--- src/rtl/phase_acc_if.sv ---
// Note-on / sample-tick / ROM / phase bundle between the voice controller and phase_acc.
// master drives note requests, ticks and ROM data; slave is the accumulator.
interface phase_acc_if #(
    parameter int ADDR_W = 7,
    parameter int DATA_W = 32
);
    logic              note_valid_i;
    logic [ADDR_W-1:0] note_i;
    logic              note_ready_o;
    logic              note_off_i;
    logic              sample_tick_i;
    logic [ADDR_W-1:0] rom_addr_o;
    logic [DATA_W-1:0] rom_data_i;
    logic [DATA_W-1:0] phase_o;
    logic              phase_valid_o;
    logic              wrap_o;
    logic              active_o;

    modport master (
        output note_valid_i, note_i, note_off_i, sample_tick_i, rom_data_i,
        input  note_ready_o, rom_addr_o, phase_o, phase_valid_o, wrap_o, active_o
    );

    modport slave (
        input  note_valid_i, note_i, note_off_i, sample_tick_i, rom_data_i,
        output note_ready_o, rom_addr_o, phase_o, phase_valid_o, wrap_o, active_o
    );
endinterface

--- src/rtl/phase_acc.sv ---
// Note-driven NCO: note -> ROM increment (2 edges) -> wrapping phase accumulator per sample tick.
// Note-ons stall (note_ready_o low) during FETCH/WAIT; optional portamento via PHASE_ACC_GLIDE_EN.
module phase_acc #(
    parameter int ADDR_W      = 7,
    parameter int DATA_W      = 32,
    parameter int GLIDE_SHIFT = 4
) (
    input  logic        clk_i,
    input  logic        rst_ni,
    phase_acc_if.slave  bus
);

`ifdef PHASE_ACC_GLIDE_EN
    localparam bit GLIDE_EN = 1'b1;
`else
    localparam bit GLIDE_EN = 1'b0;
`endif

    localparam logic [1:0] IDLE  = 2'd0;
    localparam logic [1:0] FETCH = 2'd1;
    localparam logic [1:0] WAIT  = 2'd2;
    localparam logic [1:0] RUN   = 2'd3;

    logic [1:0]        r_state;
    logic [ADDR_W-1:0] r_rom_addr;
    logic [DATA_W-1:0] r_acc;
    logic [DATA_W-1:0] r_inc_cur;
    logic [DATA_W-1:0] r_inc_tgt;
    logic              r_running;
    logic              r_phase_valid;
    logic              r_wrap;

    logic              w_ready;
    logic              w_accept;
    logic              w_acc_en;
    logic [DATA_W:0]   w_sum;
    logic signed [DATA_W:0] w_diff;
    logic signed [DATA_W:0] w_step;

    assign w_ready  = (r_state == IDLE) || (r_state == RUN);
    assign w_accept = bus.note_valid_i && w_ready;
    // running is only ever set outside IDLE, so it alone gates accumulation
    assign w_acc_en = bus.sample_tick_i && r_running;
    assign w_sum    = {1'b0, r_acc} + {1'b0, r_inc_cur};
    assign w_diff   = $signed({1'b0, r_inc_tgt}) - $signed({1'b0, r_inc_cur});
    assign w_step   = w_diff >>> GLIDE_SHIFT;

    always_ff @(posedge clk_i or negedge rst_ni) begin
        if (!rst_ni) begin
            r_state       <= IDLE;
            r_rom_addr    <= '0;
            r_acc         <= '0;
            r_inc_cur     <= '0;
            r_inc_tgt     <= '0;
            r_running     <= 1'b0;
            r_phase_valid <= 1'b0;
            r_wrap        <= 1'b0;
        end else begin
            r_phase_valid <= w_acc_en;
            r_wrap        <= w_acc_en && w_sum[DATA_W];
            if (w_acc_en) begin
                r_acc <= w_sum[DATA_W-1:0];
            end
            // glide steps toward the target; the add above already used the old inc_cur
            if (GLIDE_EN && w_acc_en) begin
                if (w_step == '0) begin
                    r_inc_cur <= r_inc_tgt;
                end else begin
                    r_inc_cur <= r_inc_cur + w_step[DATA_W-1:0];
                end
            end

            if (w_accept) begin
                r_rom_addr <= bus.note_i;
                r_state    <= FETCH;
                if (r_state == IDLE) begin
                    r_acc     <= '0;
                    r_running <= 1'b0;
                end
            end else if (bus.note_off_i && (r_state != IDLE)) begin
                r_state   <= IDLE;
                r_running <= 1'b0;
            end else begin
                case (r_state)
                    FETCH: r_state <= WAIT;
                    WAIT: begin
                        r_state   <= RUN;
                        r_inc_tgt <= bus.rom_data_i;
                        // a fresh voice always snaps; a legato load snaps only without glide
                        if (!r_running || !GLIDE_EN) begin
                            r_inc_cur <= bus.rom_data_i;
                        end
                        r_running <= 1'b1;
                    end
                    default: r_state <= r_state;
                endcase
            end
        end
    end

    assign bus.note_ready_o  = w_ready;
    assign bus.rom_addr_o    = r_rom_addr;
    assign bus.phase_o       = r_acc;
    assign bus.phase_valid_o = r_phase_valid;
    assign bus.wrap_o        = r_wrap;
    assign bus.active_o      = (r_state != IDLE);

endmodule

--- src/flat_wrapper.sv ---
// flat-port wrapper written by rule: the top's interface ports become plain ports
module phase_acc_flat 
#(
    parameter int ADDR_W      = 7,
    parameter int DATA_W      = 32,
    parameter int GLIDE_SHIFT = 4
)
  (clk_i, rst_ni, bus_note_valid_i, bus_note_i, bus_note_off_i, bus_sample_tick_i, bus_rom_data_i, bus_note_ready_o, bus_rom_addr_o, bus_phase_o, bus_phase_valid_o, bus_wrap_o, bus_active_o);
  phase_acc_if #(.ADDR_W(ADDR_W), .DATA_W(DATA_W)) bus_i ();
  input  logic clk_i;
  input  logic rst_ni;
  input wire logic [$bits(bus_i.note_valid_i)-1:0] bus_note_valid_i;
  input wire logic [$bits(bus_i.note_i)-1:0] bus_note_i;
  input wire logic [$bits(bus_i.note_off_i)-1:0] bus_note_off_i;
  input wire logic [$bits(bus_i.sample_tick_i)-1:0] bus_sample_tick_i;
  input wire logic [$bits(bus_i.rom_data_i)-1:0] bus_rom_data_i;
  output wire logic [$bits(bus_i.note_ready_o)-1:0] bus_note_ready_o;
  output wire logic [$bits(bus_i.rom_addr_o)-1:0] bus_rom_addr_o;
  output wire logic [$bits(bus_i.phase_o)-1:0] bus_phase_o;
  output wire logic [$bits(bus_i.phase_valid_o)-1:0] bus_phase_valid_o;
  output wire logic [$bits(bus_i.wrap_o)-1:0] bus_wrap_o;
  output wire logic [$bits(bus_i.active_o)-1:0] bus_active_o;
  assign bus_i.note_valid_i = bus_note_valid_i;
  assign bus_i.note_i = bus_note_i;
  assign bus_i.note_off_i = bus_note_off_i;
  assign bus_i.sample_tick_i = bus_sample_tick_i;
  assign bus_i.rom_data_i = bus_rom_data_i;
  assign bus_note_ready_o = bus_i.note_ready_o;
  assign bus_rom_addr_o = bus_i.rom_addr_o;
  assign bus_phase_o = bus_i.phase_o;
  assign bus_phase_valid_o = bus_i.phase_valid_o;
  assign bus_wrap_o = bus_i.wrap_o;
  assign bus_active_o = bus_i.active_o;
  phase_acc #(.ADDR_W(ADDR_W), .DATA_W(DATA_W), .GLIDE_SHIFT(GLIDE_SHIFT)) u_core (.clk_i(clk_i), .rst_ni(rst_ni), .bus(bus_i));
endmodule
--- config.mk ---
export PLATFORM = sky130hd
export DESIGN_NAME = phase_acc_flat
export DESIGN_NICKNAME = d
export VERILOG_FILES = /design/src/rtl/phase_acc_if.sv /design/src/rtl/phase_acc.sv /design/src/flat_wrapper.sv
export SDC_FILE = /design/constraint.sdc
export NUM_CORES = 1
export LEC_CHECK = 0
export ABC_CLOCK_PERIOD_IN_PS = 3000
export BUFFER_PORTS_ARGS = -buffer_cell sky130_fd_sc_hd__buf_4
export CORE_ASPECT_RATIO = 0.9
export CORE_MARGIN = 2
export CORE_UTILIZATION = 25
export CTS_BUF_LIST = sky130_fd_sc_hd__clkbuf_16
export CTS_CLUSTER_DIAMETER = 100
export CTS_CLUSTER_SIZE = 25
export DETAILED_ROUTE_END_ITERATION = 7
export PLACE_DENSITY_LB_ADDON = 0.3
export SETUP_SLACK_MARGIN = 0.15
export SLEW_MARGIN = 20
export SYNTH_ARGS = -nofsm -noshare
export SYNTH_HDL_FRONTEND = slang
export SYNTH_SLANG_ARGS = --single-unit
--- constraint.sdc ---
create_clock -name clk_i -period 3 [get_ports clk_i]
set_input_delay 0.45 -clock clk_i [delete_from_list [all_inputs] [get_ports clk_i]]
set_output_delay 0.45 -clock clk_i [all_outputs]
set_load 0.05 [all_outputs]
==> impl_metrics.yaml, run 1 <==
status:
  status: "complete, no violations"
worst_setup_path:
  required_ps: 3230
  setup.worst_path.start: "u_core.bus.phase_o[0]"
  crit_path_end_kind: "flop"
  worst_r2r_path_depth: 9
  r2r-end: "u_core.bus.wrap_o"
  r2r_slack_ps: 290
  path_cells: "ha_1 -> fa_1 -> a21o_1 -> a221o_1 -> nand2_2 -> o211ai_4 -> o2bb2ai_1 -> a2111oi_0 -> nor2_1"
  cp-start-kind: "flop"
  r2r_start: "u_core.bus.phase_o[0]"
  critPathSlowestCell: "a2111oi_0"
  cp-endpoint: "u_core.bus.wrap_o"
  cp_slowest_stage_delay_ps: 430
  critPathKind: "reg -> reg"
  cp.arrival_ps: 2940
  worst-path-max-fanout: 5
yosys:
  synth_cells: 494
  syn_avg_cell_area_um2: 9.41
  ys_ff_latch: 76
  syn_nets: 573
  yosysSeqAreaShare_pct: 40.9
  async_flop_share_pct: 100
  ys_types: 55
  synthFlopType: "dfrtp_1"
  yosys_warnings: 0
  syn_area_mm2: 0.00465
  synth-edff-count: 0
floorplanning:
  rows: 47
  boundaryPins: 87
  die-area_mm2: 0.0197
  die_y_um: 133
  start_util_pct: 25.4
  die_w_um: 148
  core-area_mm2: 0.0183
job:
  max-cap-violations: 0
sta:
  totalNegativeSetupSlack_ps: 0
  rsz0062_at_grt: "no"
  fin_skew_ps: 13.5
  worstMarginPinSlew_ps: 702
  fmax_mhz: 368
  period_share_pct: 90.5
  min_period_ps: 2710
  setup_viol: 0
  slew_viol_final: 0
  hold_viol: 0
  max_slew_margin_pct: 53.1
placement:
  post-dp-hpwl_um: 10000
  gp_congestion: 0.807
  io_buffers: 86
detailed_routing:
  wl_met3_um: 783
  drtAntennaViolNets: 0
  drcViolationCount: 0
  drt_wl_total_um: 13400
  first_iter_violations: 272
  routedWlPerCell_um: 16.2
  route.layer.met1.wl_um: 6800
  via_per_inst: 4.80
  wl_met2_um: 5740
  top_layer_used: "met4"
  via_count: 3983
  first_pass_iters: 4
grt:
  grt_overflow_total: 0
  grt_antenna_before_repair: 0
  grt_usage_pct: 14.1
  grt_first_pass_wirelength_um: 22000
  grt_max_degree: 44
  grt_pass1_vias: 4073
clocking:
  cts_max_level: 3
  clock_latency_ps: 350
  cts_resized: 0
  clock_sinks: 76
  hold_buffers: 0
  cts_tree: "built"
  clockBufferDepth: 2
  path_clk_slew_ps: 60
  cts_root_buf: "clkbuf_16"
  post_cts_buffers: 0
  cts_buffers: 9
final_layout:
  seqCellArea_mm2: 0.00190
  final_util_pct: 32.2
  fin_nets: 658
  multi_input_area_mm2: 0.00262
  drive_gt1_share_pct: 26.0
  fill_cells: 1885
  syn2layout_area_growth_pct: 26.8
  diodes: 0
worst_hold_path:
  hp-class: "in -> async"
per-stage QoR:
step	instances	setup WS (ps)	hold slack (ps)	area, um^2
after global placement	813	345	443	5590
after detailed placement	813	315	439	5590
after floorplan	494	285	154	4650
after CTS	829	309	68.1	5890
final	829	286	51.6	5890
after global routing	829	193	80.3	5890
critical path: cells and delay by family (launching register included):
kind                     cells  cell delay, ps
AO/OA/AOI/OAI                5            1340
adder cells (fa/ha/maj)      2             650
flip-flops                   1             400
AND/OR/NAND/NOR              2             200
per-layer routing:
metal | vias up | global-route usage, %
met5 | - | 0
met1 | 1919 | 19.8
met4 | 0 | 3.85
met2 | 98 | 20.9
li1 | 1959 | -
met3 | 7 | 4.55
synthesized netlist by cell type, drive strengths merged (2+ instances only):
cell	count	area, um^2
nand3	12	60.1
o211ai	5	51.3
mux2	32	360
o21a	7	52.6
a21oi	54	274
ha	34	425
a221o	3	30.0
dfrtp	76	1900
a221oi	2	17.5
nor3	5	25.0
xnor2	11	96.3
o31ai	2	15.0
nand2	79	299
o221ai	2	17.5
and2	4	25.0
buf	5	28.8
nand4	6	37.5
and4	2	20.0
and3	9	56.3
nor2	24	90.1
nor2b	2	12.5
a2111oi	2	23.8
o21ai	36	180
a21boi	3	22.5
a21o	9	67.6
clkbuf	15	56.3
o21bai	4	33.8
a31oi	7	43.8
inv	12	45.0
xor2	14	123
cell usage in the layout (no fill, tap or decap), drive strengths merged, types with 11 or more instances in the layout:
master / netlist / final
nand3: 12 / 12
nor2: 24 / 24
o21ai: 36 / 36
a21oi: 54 / 54
dfrtp: 76 / 76
xor2: 14 / 14
buf: 5 / 94
mux2: 32 / 32
ha: 34 / 34
inv: 12 / 13
nand2: 79 / 79
xnor2: 11 / 11
flip-flops by register name, indices dropped and copies added (netlist names):
name	count
u_core.bus.phase_o	32
u_core.bus.phase_valid_o	1
u_core.r_inc_cur	32
u_core.r_state	2
u_core.bus.rom_addr_o	7
u_core.r_running	1
u_core.bus.wrap_o	1
logic make-up (layout without fill, tap and decap cells):
logic type                 count (synthesis)  after routing  synth area share [%]
AOI/OAI and AO/OA                        148            148                  20.3
adders and majority gates                 35             35                  9.59
buffers and inverters                     32            122                  2.80
DFF                                       76             76                  40.9
xor gates and xnor gates                  25             25                  4.71
and+or+nand+nor                          146            146                  13.9
muxes                                     32             32                  7.75
how the worst min path moves through the flow:
stage                 from                     end  slack, ps  cells past startpoint
finish              rst_ni     u_core.r_inc_cur[7]         50                      1
global route        rst_ni  u_core.bus.phase_o[18]         80                      1
global placement    rst_ni     u_core.r_inc_cur[7]        440                      1
floorplan           rst_ni   u_core.bus.phase_o[0]        150                      0
CTS                 rst_ni  u_core.bus.phase_o[18]         70                      1
detailed placement  rst_ni     u_core.r_inc_cur[7]        440                      1
cell type report:
cell class	count	area share (%)
Clock buffer	9	3.82
Clock inverter	7	1.30
Inverter	12	0.765
Multi-Input combinational cell	386	44.4
Sequential cell	76	32.3
Tap cell	245	5.20
Timing Repair Buffer	94	12.2
Power of run 1 is not shown: default switching activity piles up to over one toggle a cycle in this logic, so the estimate is an artifact.
==> inputs of run 2 (changes only) <==
Settings changed: CORE_MARGIN 2 to not set.
==> impl_metrics.yaml, run 2 (same netlist as run 1, synthesis figures left out) <==
sta:
  setup_viol: 0
  fin_skew_ps: 15.4
  hold_viol: 0
  rsz0062_at_grt: "no"
  slew_viol_final: 0
  max_slew_margin_pct: 24.7
  period_share_pct: 89.6
  worstMarginPinSlew_ps: 1130
  fmax_mhz: 372
  totalNegativeSetupSlack_ps: 0
  min_period_ps: 2690
worst_setup_path:
  crit_path_end_kind: "flop"
  path_cells: "ha_1 -> fa_1 -> a21o_1 -> a221o_1 -> nand2_2 -> o211ai_4 -> o2bb2ai_1 -> a2111oi_0 -> nor2_1"
  worstSetupPathDepth: 9
  critPathTopFamily: "compound AO/OA/AOI/OAI gates"
  cp_num_buf_inv: 0
  worst_r2r_path_depth: 9
  worst-path-max-fanout: 5
  cp.arrival_ps: 2910
  r2r_start: "u_core.bus.phase_o[0]"
  cp_slowest_stage_delay_ps: 410
  required_ps: 3220
  critPathKind: "reg -> reg"
  cp-start-kind: "flop"
  critPathSlowestCell: "fa_1"
  setup.worst_path.start: "u_core.bus.phase_o[0]"
clocking:
  cts_max_level: 3
  clockBufferDepth: 2
  cts_resized: 0
  hold_buffers: 0
  cts_root_buf: "clkbuf_16"
  path_clk_slew_ps: 60
  clock_sinks: 76
  cts_tree: "built"
  cts_buffers: 9
  post_cts_buffers: 0
  clock_latency_ps: 350
detailed_routing:
  drt_wl_total_um: 13300
  drcViolationCount: 0
  first_pass_iters: 4
  routedWlPerCell_um: 16.2
  via_per_inst: 4.87
  via_count: 4004
  drtAntennaViolNets: 0
  first_iter_violations: 202
floorplanning:
  die-area_mm2: 0.0191
  start_util_pct: 26.0
  boundaryPins: 87
  core-area_mm2: 0.0179
  rows: 46
  die_y_um: 131
  die_w_um: 146
placement:
  post-dp-hpwl_um: 9980
  dpl_cell_area_mm2: 0.00557
  place.detailed.instances: 808
  io_buffers: 86
  gp_congestion: 0.819
final_layout:
  final_cell_count_no_fill: 823
  design_area_mm2: 0.00593
  syn2layout_area_growth_pct: 27.5
  final_common_cell: "buf_4"
  fin_nets: 658
  diodes: 0
  drive_gt1_share_pct: 25.6
  layout_common_cells: "buf_4 (93), nand2_1 (78), dfrtp_1 (76)"
grt:
  grt_first_pass_wirelength_um: 21700
  grt_usage_pct: 14.4
  grt_overflow_total: 0
  grt_pass1_vias: 4060
  grt_antenna_before_repair: 0
  grt_max_degree: 77
job:
  max-cap-violations: 0
status:
  status: "complete, no violations"
worst_hold_path:
  hp-class: "in -> async"
-- run 2: area by class of cell --
class,instances,area [um^2]
Fill cell,1872,12000
Multi-Input combinational cell,386,2620
Sequential cell,76,1900
Timing Repair Buffer,94,709
Tap cell,240,300
Clock buffer,9,225
Clock inverter,6,129
Inverter,12,45.0
-- run 2: per-stage QoR --
stage | hold slack, ps | setup WS [ps] | utilization, %
2_1_floorplan | 154 | 285 | -
3_3_place_gp | 463 | 389 | 31.1
3_5_place_dp | 474 | 348 | 31.1
4_1_cts | 275 | 319 | 33.1
5_1_grt | 209 | 158 | 33.1
6_report | 148 | 313 | 33.1
-- run 2: worst paths after layout --
check / to / slack (ps)
worst max-delay path: u_core.bus.wrap_o / 310
worst min-delay path: u_core.r_inc_cur[13] / 150
worst max register to register: u_core.bus.wrap_o / 310
worst min register to register: u_core.bus.rom_addr_o[0] / 490
max in group asynchronous: u_core.r_inc_cur[4] / 2370
min in group clk_i: u_core.bus.rom_addr_o[4] / 290
-- run 2: worst register-to-register path, stage by stage, from the launching register on --
cell and delay [ps]:
dfrtp_1 400, ha_1 240, fa_1 410, a21o_1 210, a221o_1 370, nand2_2 130, o211ai_4 130, o2bb2ai_1 220
a2111oi_0 390, nor2_1 80
-- run 2: metal layers --
layer,vias to the layer above,GRT usage [%],wire [um]
met5,-,0,0
met2,85,21.6,5790
met3,18,4.06,659
met4,0,4.97,219
li1,1961,-,-
met1,1940,19.7,6630
Power of run 2 is left out for the same reason.
